[config.mk]
export PLATFORM = sky130hd
export DESIGN_NAME = draw_packet_decoder
export DESIGN_NICKNAME = d
export VERILOG_FILES = /design/src/rtl/draw_packet_decoder.sv
export SDC_FILE = /design/constraint.sdc
export NUM_CORES = 1
export LEC_CHECK = 0
export CAP_MARGIN = 40
export CORE_UTILIZATION = 42
export DETAILED_ROUTE_END_ITERATION = 12
export HOLD_SLACK_MARGIN = 0.05
export PLACE_DENSITY_LB_ADDON = 0.1
export SLEW_MARGIN = 15
export SYNTH_ARGS = -nofsm -noshare
export SYNTH_HDL_FRONTEND = slang
export SYNTH_SLANG_ARGS = --single-unit
[constraint.sdc]
create_clock -name clk -period 6.7 [get_ports clk]
set_input_delay 1.34 -clock clk [delete_from_list [all_inputs] [get_ports clk]]
set_output_delay 1.34 -clock clk [all_outputs]
set_load 0.005 [all_outputs]
[src/rtl/draw_packet_decoder.sv]
// -----------------------------------------------------------------------------
// draw_packet_decoder
//
// Assembles 4-byte draw commands from the SPI byte receiver into single
// pixel-write requests for the pixel store.
//
// Packet byte order:
//   B0 = {3'b101, brush, rsvd, color[2:0]}
//   B1 = {rsvd[3:0], y[9:8], x[9:8]}
//   B2 = x[7:0]
//   B3 = y[7:0]
//
// The parser resynchronises on a bad header marker, on a byte-gap timeout and
// on frame_start. It counts sync errors and dropped packets, and both counts
// saturate at 255.
//
// Ports:
//   clk          in   pixel-domain clock, rising edge
//   reset_n      in   asynchronous active-low reset
//   frame_start  in   chip-select pulse; forces header state
//   byte_valid   in   byte strobe
//   byte_data    in   received byte
//   wr_valid     out  write request pending (registered)
//   wr_ready     in   pixel store accepts request this cycle
//   wr_x, wr_y   out  pixel coordinates
//   wr_color     out  colour code
//   wr_brush     out  1 = paint, 0 = erase
//   sync_err_cnt out  saturating count of bad headers / timeouts / aborts
//   drop_cnt     out  saturating count of out-of-range / overflowed packets
// -----------------------------------------------------------------------------
module draw_packet_decoder #(
    parameter int TIMEOUT_CYCLES = 1024,
    parameter int X_MAX          = 640,
    parameter int Y_MAX          = 480
) (
    input  logic       clk,
    input  logic       reset_n,
    input  logic       frame_start,
    input  logic       byte_valid,
    input  logic [7:0] byte_data,
    output logic       wr_valid,
    input  logic       wr_ready,
    output logic [9:0] wr_x,
    output logic [9:0] wr_y,
    output logic [2:0] wr_color,
    output logic       wr_brush,
    output logic [7:0] sync_err_cnt,
    output logic [7:0] drop_cnt
);

    localparam int                IDLE_W     = $clog2(TIMEOUT_CYCLES + 1);
    localparam logic [IDLE_W-1:0] IDLE_LIMIT = IDLE_W'(TIMEOUT_CYCLES);
    localparam logic [IDLE_W-1:0] IDLE_ONE   = IDLE_W'(1);
    localparam logic [9:0]        X_LIMIT    = 10'(X_MAX);
    localparam logic [9:0]        Y_LIMIT    = 10'(Y_MAX);

    typedef enum logic [1:0] {
        ST_HDR = 2'd0,
        ST_B1  = 2'd1,
        ST_B2  = 2'd2,
        ST_B3  = 2'd3
    } state_e;

    state_e            state_q, state_d;
    logic [IDLE_W-1:0] idle_q, idle_d;

    // Partial packet fields
    logic       brush_q, brush_d;
    logic [2:0] color_q, color_d;
    logic [1:0] xhi_q, xhi_d;
    logic [1:0] yhi_q, yhi_d;
    logic [7:0] xlo_q, xlo_d;

    // Output request register and counters
    logic       wr_valid_q, wr_valid_d;
    logic [9:0] wr_x_q, wr_x_d;
    logic [9:0] wr_y_q, wr_y_d;
    logic [2:0] wr_color_q, wr_color_d;
    logic       wr_brush_q, wr_brush_d;
    logic [7:0] sync_q, sync_d;
    logic [7:0] drop_q, drop_d;

    // Decoded events
    logic       hdr_ok_s;
    logic [IDLE_W-1:0] idle_inc_s;
    logic       timeout_s;
    logic       complete_s;
    logic [9:0] pkt_x_s;
    logic [9:0] pkt_y_s;
    logic       in_range_s;
    logic       load_s;
    logic       drop_ev_s;
    logic       sync_ev_s;

    assign hdr_ok_s   = (byte_data[7:5] == 3'b101);
    assign idle_inc_s = idle_q + IDLE_ONE;
    // Timeout only counts cycles with neither a byte nor a frame restart.
    assign timeout_s  = (state_q != ST_HDR) && !frame_start && !byte_valid &&
                        (idle_inc_s == IDLE_LIMIT);
    assign complete_s = (state_q == ST_B3) && byte_valid && !frame_start;
    assign pkt_x_s    = {xhi_q, xlo_q};
    assign pkt_y_s    = {yhi_q, byte_data};
    assign in_range_s = (pkt_x_s < X_LIMIT) && (pkt_y_s < Y_LIMIT);
    // The output slot is free when empty or being drained on this edge.
    assign load_s     = complete_s && in_range_s && (!wr_valid_q || wr_ready);
    assign drop_ev_s  = complete_s && (!in_range_s || (wr_valid_q && !wr_ready));
    // A frame restart inside a packet, a bad header, and a timeout all count
    // as a single sync event even when coincident.
    assign sync_ev_s  = (frame_start && (state_q != ST_HDR)) ||
                        (byte_valid && !hdr_ok_s &&
                         (frame_start || (state_q == ST_HDR))) ||
                        timeout_s;

    // State register
    always_ff @(posedge clk or negedge reset_n) begin
        if (!reset_n) begin
            state_q <= ST_HDR;
        end else begin
            state_q <= state_d;
        end
    end

    // Next-state logic; a coincident frame_start makes the byte a header
    always_comb begin
        state_d = state_q;
        if (frame_start) begin
            if (byte_valid && hdr_ok_s) begin
                state_d = ST_B1;
            end else begin
                state_d = ST_HDR;
            end
        end else begin
            case (state_q)
                ST_HDR: begin
                    if (byte_valid && hdr_ok_s) begin
                        state_d = ST_B1;
                    end else begin
                        state_d = ST_HDR;
                    end
                end
                ST_B1: begin
                    if (byte_valid) begin
                        state_d = ST_B2;
                    end else if (timeout_s) begin
                        state_d = ST_HDR;
                    end else begin
                        state_d = ST_B1;
                    end
                end
                ST_B2: begin
                    if (byte_valid) begin
                        state_d = ST_B3;
                    end else if (timeout_s) begin
                        state_d = ST_HDR;
                    end else begin
                        state_d = ST_B2;
                    end
                end
                ST_B3: begin
                    if (byte_valid || timeout_s) begin
                        state_d = ST_HDR;
                    end else begin
                        state_d = ST_B3;
                    end
                end
                default: state_d = ST_HDR;
            endcase
        end
    end

    // Datapath next values: idle counter, field capture, output slot, counters
    always_comb begin
        idle_d     = idle_q;
        brush_d    = brush_q;
        color_d    = color_q;
        xhi_d      = xhi_q;
        yhi_d      = yhi_q;
        xlo_d      = xlo_q;
        wr_valid_d = wr_valid_q;
        wr_x_d     = wr_x_q;
        wr_y_d     = wr_y_q;
        wr_color_d = wr_color_q;
        wr_brush_d = wr_brush_q;
        sync_d     = sync_q;
        drop_d     = drop_q;

        if ((state_d == ST_HDR) || byte_valid || frame_start) begin
            idle_d = {IDLE_W{1'b0}};
        end else begin
            idle_d = idle_inc_s;
        end

        if (frame_start) begin
            brush_d = 1'b0;
            color_d = 3'd0;
            xhi_d   = 2'd0;
            yhi_d   = 2'd0;
            xlo_d   = 8'd0;
            if (byte_valid && hdr_ok_s) begin
                brush_d = byte_data[4];
                color_d = byte_data[2:0];
            end else begin
                brush_d = 1'b0;
            end
        end else if (byte_valid) begin
            case (state_q)
                ST_HDR: begin
                    if (hdr_ok_s) begin
                        brush_d = byte_data[4];
                        color_d = byte_data[2:0];
                    end else begin
                        brush_d = brush_q;
                    end
                end
                ST_B1: begin
                    xhi_d = byte_data[1:0];
                    yhi_d = byte_data[3:2];
                end
                ST_B2:   xlo_d = byte_data;
                ST_B3:   xlo_d = xlo_q;
                default: xlo_d = xlo_q;
            endcase
        end else begin
            xlo_d = xlo_q;
        end

        if (load_s) begin
            wr_valid_d = 1'b1;
            wr_x_d     = pkt_x_s;
            wr_y_d     = pkt_y_s;
            wr_color_d = color_q;
            wr_brush_d = brush_q;
        end else if (wr_valid_q && wr_ready) begin
            wr_valid_d = 1'b0;
        end else begin
            wr_valid_d = wr_valid_q;
        end

        if (sync_ev_s && (sync_q != 8'hFF)) begin
            sync_d = sync_q + 8'd1;
        end else begin
            sync_d = sync_q;
        end

        if (drop_ev_s && (drop_q != 8'hFF)) begin
            drop_d = drop_q + 8'd1;
        end else begin
            drop_d = drop_q;
        end
    end

    // Datapath registers
    always_ff @(posedge clk or negedge reset_n) begin
        if (!reset_n) begin
            idle_q     <= {IDLE_W{1'b0}};
            brush_q    <= 1'b0;
            color_q    <= 3'd0;
            xhi_q      <= 2'd0;
            yhi_q      <= 2'd0;
            xlo_q      <= 8'd0;
            wr_valid_q <= 1'b0;
            wr_x_q     <= 10'd0;
            wr_y_q     <= 10'd0;
            wr_color_q <= 3'd0;
            wr_brush_q <= 1'b0;
            sync_q     <= 8'd0;
            drop_q     <= 8'd0;
        end else begin
            idle_q     <= idle_d;
            brush_q    <= brush_d;
            color_q    <= color_d;
            xhi_q      <= xhi_d;
            yhi_q      <= yhi_d;
            xlo_q      <= xlo_d;
            wr_valid_q <= wr_valid_d;
            wr_x_q     <= wr_x_d;
            wr_y_q     <= wr_y_d;
            wr_color_q <= wr_color_d;
            wr_brush_q <= wr_brush_d;
            sync_q     <= sync_d;
            drop_q     <= drop_d;
        end
    end

    assign wr_valid     = wr_valid_q;
    assign wr_x         = wr_x_q;
    assign wr_y         = wr_y_q;
    assign wr_color     = wr_color_q;
    assign wr_brush     = wr_brush_q;
    assign sync_err_cnt = sync_q;
    assign drop_cnt     = drop_q;

endmodule

Yosys cells after proc, flatten, opt, wreduce, memory -nomap -nowiden

Cells that the tools add are included.

Word-level logic and storage cells: 99
Bits in registers: 70
Output and inout port bits: 41

Muxes and demuxes: 30
Reduce and logical (&&, ||, !) cells: 43
Equality and inequality tests: 7
Magnitude comparators: 2
Add/sub/neg operators: 3

Operator list:

| cell                                                                           | count |
|---|---|
| 8-bit two-way mux                                                              | 3 |
| 2-bit two-way mux                                                              | 11 |
| 1-bit logical AND                                                              | 17 |
| 8-bit by 1-bit adder with 8-bit output (second input constant)                 | 2 |
| 8-bit inequality test (second input constant)                                  | 2 |
| 3-bit two-way mux                                                              | 5 |
| 2-bit nonzero test                                                             | 7 |
| 11-bit by 1-bit adder with 11-bit output (second input constant)               | 1 |
| 11-bit equality test (second input constant)                                   | 1 |
| 11-bit two-way mux                                                             | 1 |
| 10-bit less-than comparator (second input constant)                            | 1 |
| 10-bit by 9-bit less-than comparator with 1-bit output (second input constant) | 1 |
| 1-bit two-way mux                                                              | 9 |
| 1-bit logical OR                                                               | 8 |
| 2-bit case mux with 4 select lines                                             | 1 |
| 1-bit zero test                                                                | 6 |
| 2-bit equality test (second input constant)                                    | 2 |
| 2-bit zero test                                                                | 2 |
| 2-bit AND reduction                                                            | 2 |
| 3-bit equality test (second input constant)                                    | 1 |
| 3-bit AND reduction                                                            | 1 |
| 2-bit by 1-bit equality test with 1-bit output (second input constant)         | 1 |

Depth between registers and ports, before layout

Depth after elaboration: 12
Depth in mapped cells: 7
Mapped depth without buffers: 7

Worst setup path after synthesis

No wires, ideal clock.

Path type: input port to flip-flop
Start: in frame_start
End: reg sync_q[1] (netlist: sync_err_cnt[1])
Data required time: 6575 ps
Arrival: 2621 ps
Stages: 6
Slack: 3954 ps
Path through: o21bai_1 -> nor3b_1 -> and4_1 -> o2111ai_4 -> a21oi_2 -> mux2_2

Word-level cells in the longest chain between the ends: 6

Ends and longest elaborated chain:

| item                            | RTL line | source |
|---|---|---|
| from (decl)                     | 38       | `input logic frame_start,` |
| 1-bit zero test                 | 98       | `assign timeout_s = (state_q != ST_HDR) && !frame_start && !byte_valid &&` |
| 1-bit logical AND (3 in series) | 98       |  |
| 1-bit logical OR *              | 111      | `(frame_start \|\| (state_q == ST_HDR))) \|\|` |
| 1-bit logical AND *             | 239      | `if (sync_ev_s && (sync_q != 8'hFF)) begin` |
| to (signal assigned)            | 280      | `sync_q <= sync_d;` |
| to (decl)                       | 80       | `logic [7:0] sync_q, sync_d;` |

Every way passes the cells marked *; elsewhere a longest branch is shown, timed or not.
A chain may end at the register's enable or synchronous reset.

Final worst setup path

Start: in frame_start
End: reg wr_color_q[2] (netlist: wr_color[2])

Word-level cells in the longest chain between the ends: 4

Ends and longest elaborated chain:

| item                            | RTL line | source |
|---|---|---|
| 1-bit zero test                 | 100      | `assign complete_s = (state_q == ST_B3) && byte_valid && !frame_start;` |
| 1-bit logical AND               | 100      |  |
| 1-bit logical AND (2 in series) | 105      | `assign load_s = complete_s && in_range_s && (!wr_valid_q \|\| wr_ready);` |
| to (signal assigned)            | 278      | `wr_color_q <= wr_color_d;` |
| to (decl)                       | 78       | `logic [2:0] wr_color_q, wr_color_d;` |

No other way between the ends.

==> flow_summary.yaml <==
run_status:
  status: "finished, final reports clean"
setup_path:
  crit_fanout: 20
  crit_type: "in -> reg"
  cp_num_buf_inv: 2
  r2r_cells: 7
  r2r-end: "sync_err_cnt[1]"
  worstSetupStartpoint: "frame_start"
  cpPeakStageDelay_ps: 760
  cp-end-kind: "register"
  crit_slowest_cell: "clkdlybuf4s50_1"
  worstSetupEndpoint: "wr_color[2]"
  cp.arrival_ps: 3770
  path_delay_family: "buffers and inverters"
  worstSetupStartpointType: "primary input"
  r2r_slack_ps: 3940
  crit_path_cell_trace: "clkdlybuf4s50_1 -> nor3b_1 -> nand3_1 -> buf_8 -> mux2_2"
  required_ps: 6920
  worstSetupPathDepth: 5
  r2r_start: "idle_q[0]"
cells_and_area:
  layout-drive-gt1-share_pct: 17.43
  nFillCells: 678
  multiInputGateArea_um2: 1345
  area_delta_synth_final_pct: 27.24
  insertedDiodeCount: 0
  seqCellArea_um2: 1752
  layout.nets: 340
synthesis:
  synth_cell_types: 46
  synth_cells: 263
  synth-main-ff-cell: "dfrtp_1"
  synth_edf_count: 0
  synthArstFlopShare_pct: 100.0
  synth_nets: 280
  ys_ff_latch: 70
  yosys_warnings: 0
  syn_avg_cell_area_um2: 11.98
  synth_area_leaders: "dfrtp_1 56%, mux2_2 10%, mux2i_1 3.8%, nor2_1 3.2%, xnor2_1 2.2%"
  yosysMostFrequentCell: "dfrtp_1"
  synth_area_leader_cell: "dfrtp_1"
  netlist_area_um2: 3151
  synth_top_cell_area_share_pct: 55.60
  yosysSeqAreaShare_pct: 55.60
  netlist_top_cells_count: "70 x dfrtp_1, 28 x mux2_2, 27 x nor2_1"
floorplan:
  initial_utilization_pct: 43.44
  die_area_um2: 7852
  io_pins: 54
  num_rows: 31
  die_y_um: 88.61
  chipWidth_um: 88.61
  core_area_um2: 7253
min_path:
  hold_class: "reg -> reg"
sta:
  max_freq_ghz: 0.2817
  setup_viol: 0
  period_needed_ps: 3549
  hold_viol_final: 0
  fin_crit_sh_pct: 52.98
  slew_headroom_pct: 42.94
  rsz0062_at_grt: "no"
  setup_slack_ps: 3151
  tns_ps: 0
  max_slew.worst_pin.slew_ps: 848.6
  timing.hold.ws_ps: 489.9
  skew_ps: 10.77
  final_max_slew_viol_count: 0
drt:
  wl_per_cell_um: 14.29
  drt-total-wl_um: 6086
  vias: 2165
  antenna_left: 0
  drt_pre_antenna_iters: 4
  drtIter0Drc: 103
  route.detailed.drc: 0
  viasPerCell: 5.082
grt:
  grt_pass1_vias: 2040
  overflow: 0
  grt_first_pass_wirelength_um: 10030
  antenna_found_initial: 0
  grt_start_max_net_pins: 37
  grt_usage_pct: 17.13
placed_design:
  io_buffers: 53
  gp_congestion: 0.7580
  place_hpwl_um: 4213
  dp_slack_ps: 2783
clocking:
  cts_tree: "done"
  cts.path.max_buffers: 2
  ctsHoldBuffers: 0
  cts_sinks: 70
  cts_resized: 0
  post-cts-setup-buffers: 0
  clkTransAtPathRegs_ps: 70
  htreeDepth: 3
  clock_latency_ps: 340
  cts-buffers-inserted: 9
  root_buffer: "clkbuf_8"
power:
  vdd_ir_drop_max_mv: 0.1237
  p_leak_nw: 1.854
  power.density_nw_per_um2: 229.1
flow_run:
  drv_cap: 0
## worst reg2reg max path, stage by stage, from the launching register on
cell and delay, ps:
dfrtp_1 430, ha_1 280, nand2_2 120, or4_4 550, a2111oi_4 420, o2111ai_4 280, a21oi_2 240, mux2_2 350
## metrics by stage
stage	power (mW)	area, µm²	util, %	std cells
3_3_place_gp	0.5990	3780	52.11	409
6_report	0.9185	4009	55.27	426
2_1_floorplan	0.5274	3151	-	263
4_1_cts	0.9322	4009	55.27	426
3_5_place_dp	0.6047	3815	52.60	411
5_1_grt	0.9675	4009	55.27	426
## layout by cell type, fill, tap and decap left out, types with 3 or more instances in the layout
cell type        netlist  layout
nor2_1                27      27
clkbuf_8               0      13
ha_1                   4       4
xor2_1                 8       8
nor3_1                 6       6
and3_1                 3       3
mux2i_1               12      12
o21ai_0                8       8
nand2_1               13      13
a21boi_1               4       4
nand4_1                4       4
inv_1                  7       7
a21oi_1                3       3
xnor2_1                8       8
nand3b_1               6       6
mux2_2                28      28
dfrtp_1               70      70
nand2b_1               3       3
nand3_1               12      12
clkdlybuf4s50_1        0      52
## layout make-up
| type | instances | share of cell area, % |
|---|---|---|
| flip-flops and latches | 70 | 43.70 |
| multi-input cells | 179 | 33.55 |
| repair buffers | 56 | 14.17 |
| clock buffers | 13 | 4.463 |
| well taps | 99 | 3.090 |
| inverters | 7 | 0.6554 |
| clock inverters | 2 | 0.3745 |
## logic make-up (layout without fill, tap and decap cells)
| kind of cell | count (synthesis) | in the layout | synth area share [%] |
|---|---|---|---|
| flops | 70 | 70 | 55.60 |
| simple gates | 89 | 89 | 14.93 |
| xor+xnor | 16 | 16 | 4.448 |
| compound gates | 29 | 29 | 7.546 |
| fa+ha+maj | 4 | 4 | 1.589 |
| buf+inv | 14 | 78 | 1.708 |
| mux | 41 | 41 | 14.18 |
## worst min path at each step
stage                      from          end  slack, ps  cells after the start
detailed placement      wr_y[9]      wr_y[9]        480                      1
CTS                     wr_y[9]      wr_y[9]        500                      1
floorplan               brush_q      brush_q        470                      2
finish                  wr_y[9]      wr_y[9]        490                      1
global route        drop_cnt[6]  drop_cnt[6]        520                      1
global placement        wr_y[9]      wr_y[9]        480                      1
## sequential cells by signal, summed over array words and instances, names as in the netlist, 2 cells and up
name	cells
wr_y	10
xlo_q	8
idle_q	11
yhi_q	2
wr_x	10
wr_color	3
drop_cnt	8
sync_err_cnt	8
color_q	3
state_q	2
xhi_q	2
## per-layer routing
| metal | share of wire (%) | up-vias | wire (µm) | GRT usage (%) |
|---|---|---|---|---|
| met5 | 0 | - | 0 | 0 |
| met2 | 45 | 46 | 2744 | 25.31 |
| met4 | 1.3 | 0 | 79 | 4.839 |
| met3 | 4.0 | 8 | 242 | 6.157 |
| met1 | 50 | 1067 | 3020 | 23.84 |
| li1 | - | 1044 | - | - |
## where the power goes
part,switching [mW],internal (mW)
combinational,0.0442,0.0743
clock,0.152,0.173
sequential,0.0274,0.448
total,0.224,0.695
Power figures use the tool's default switching activity.
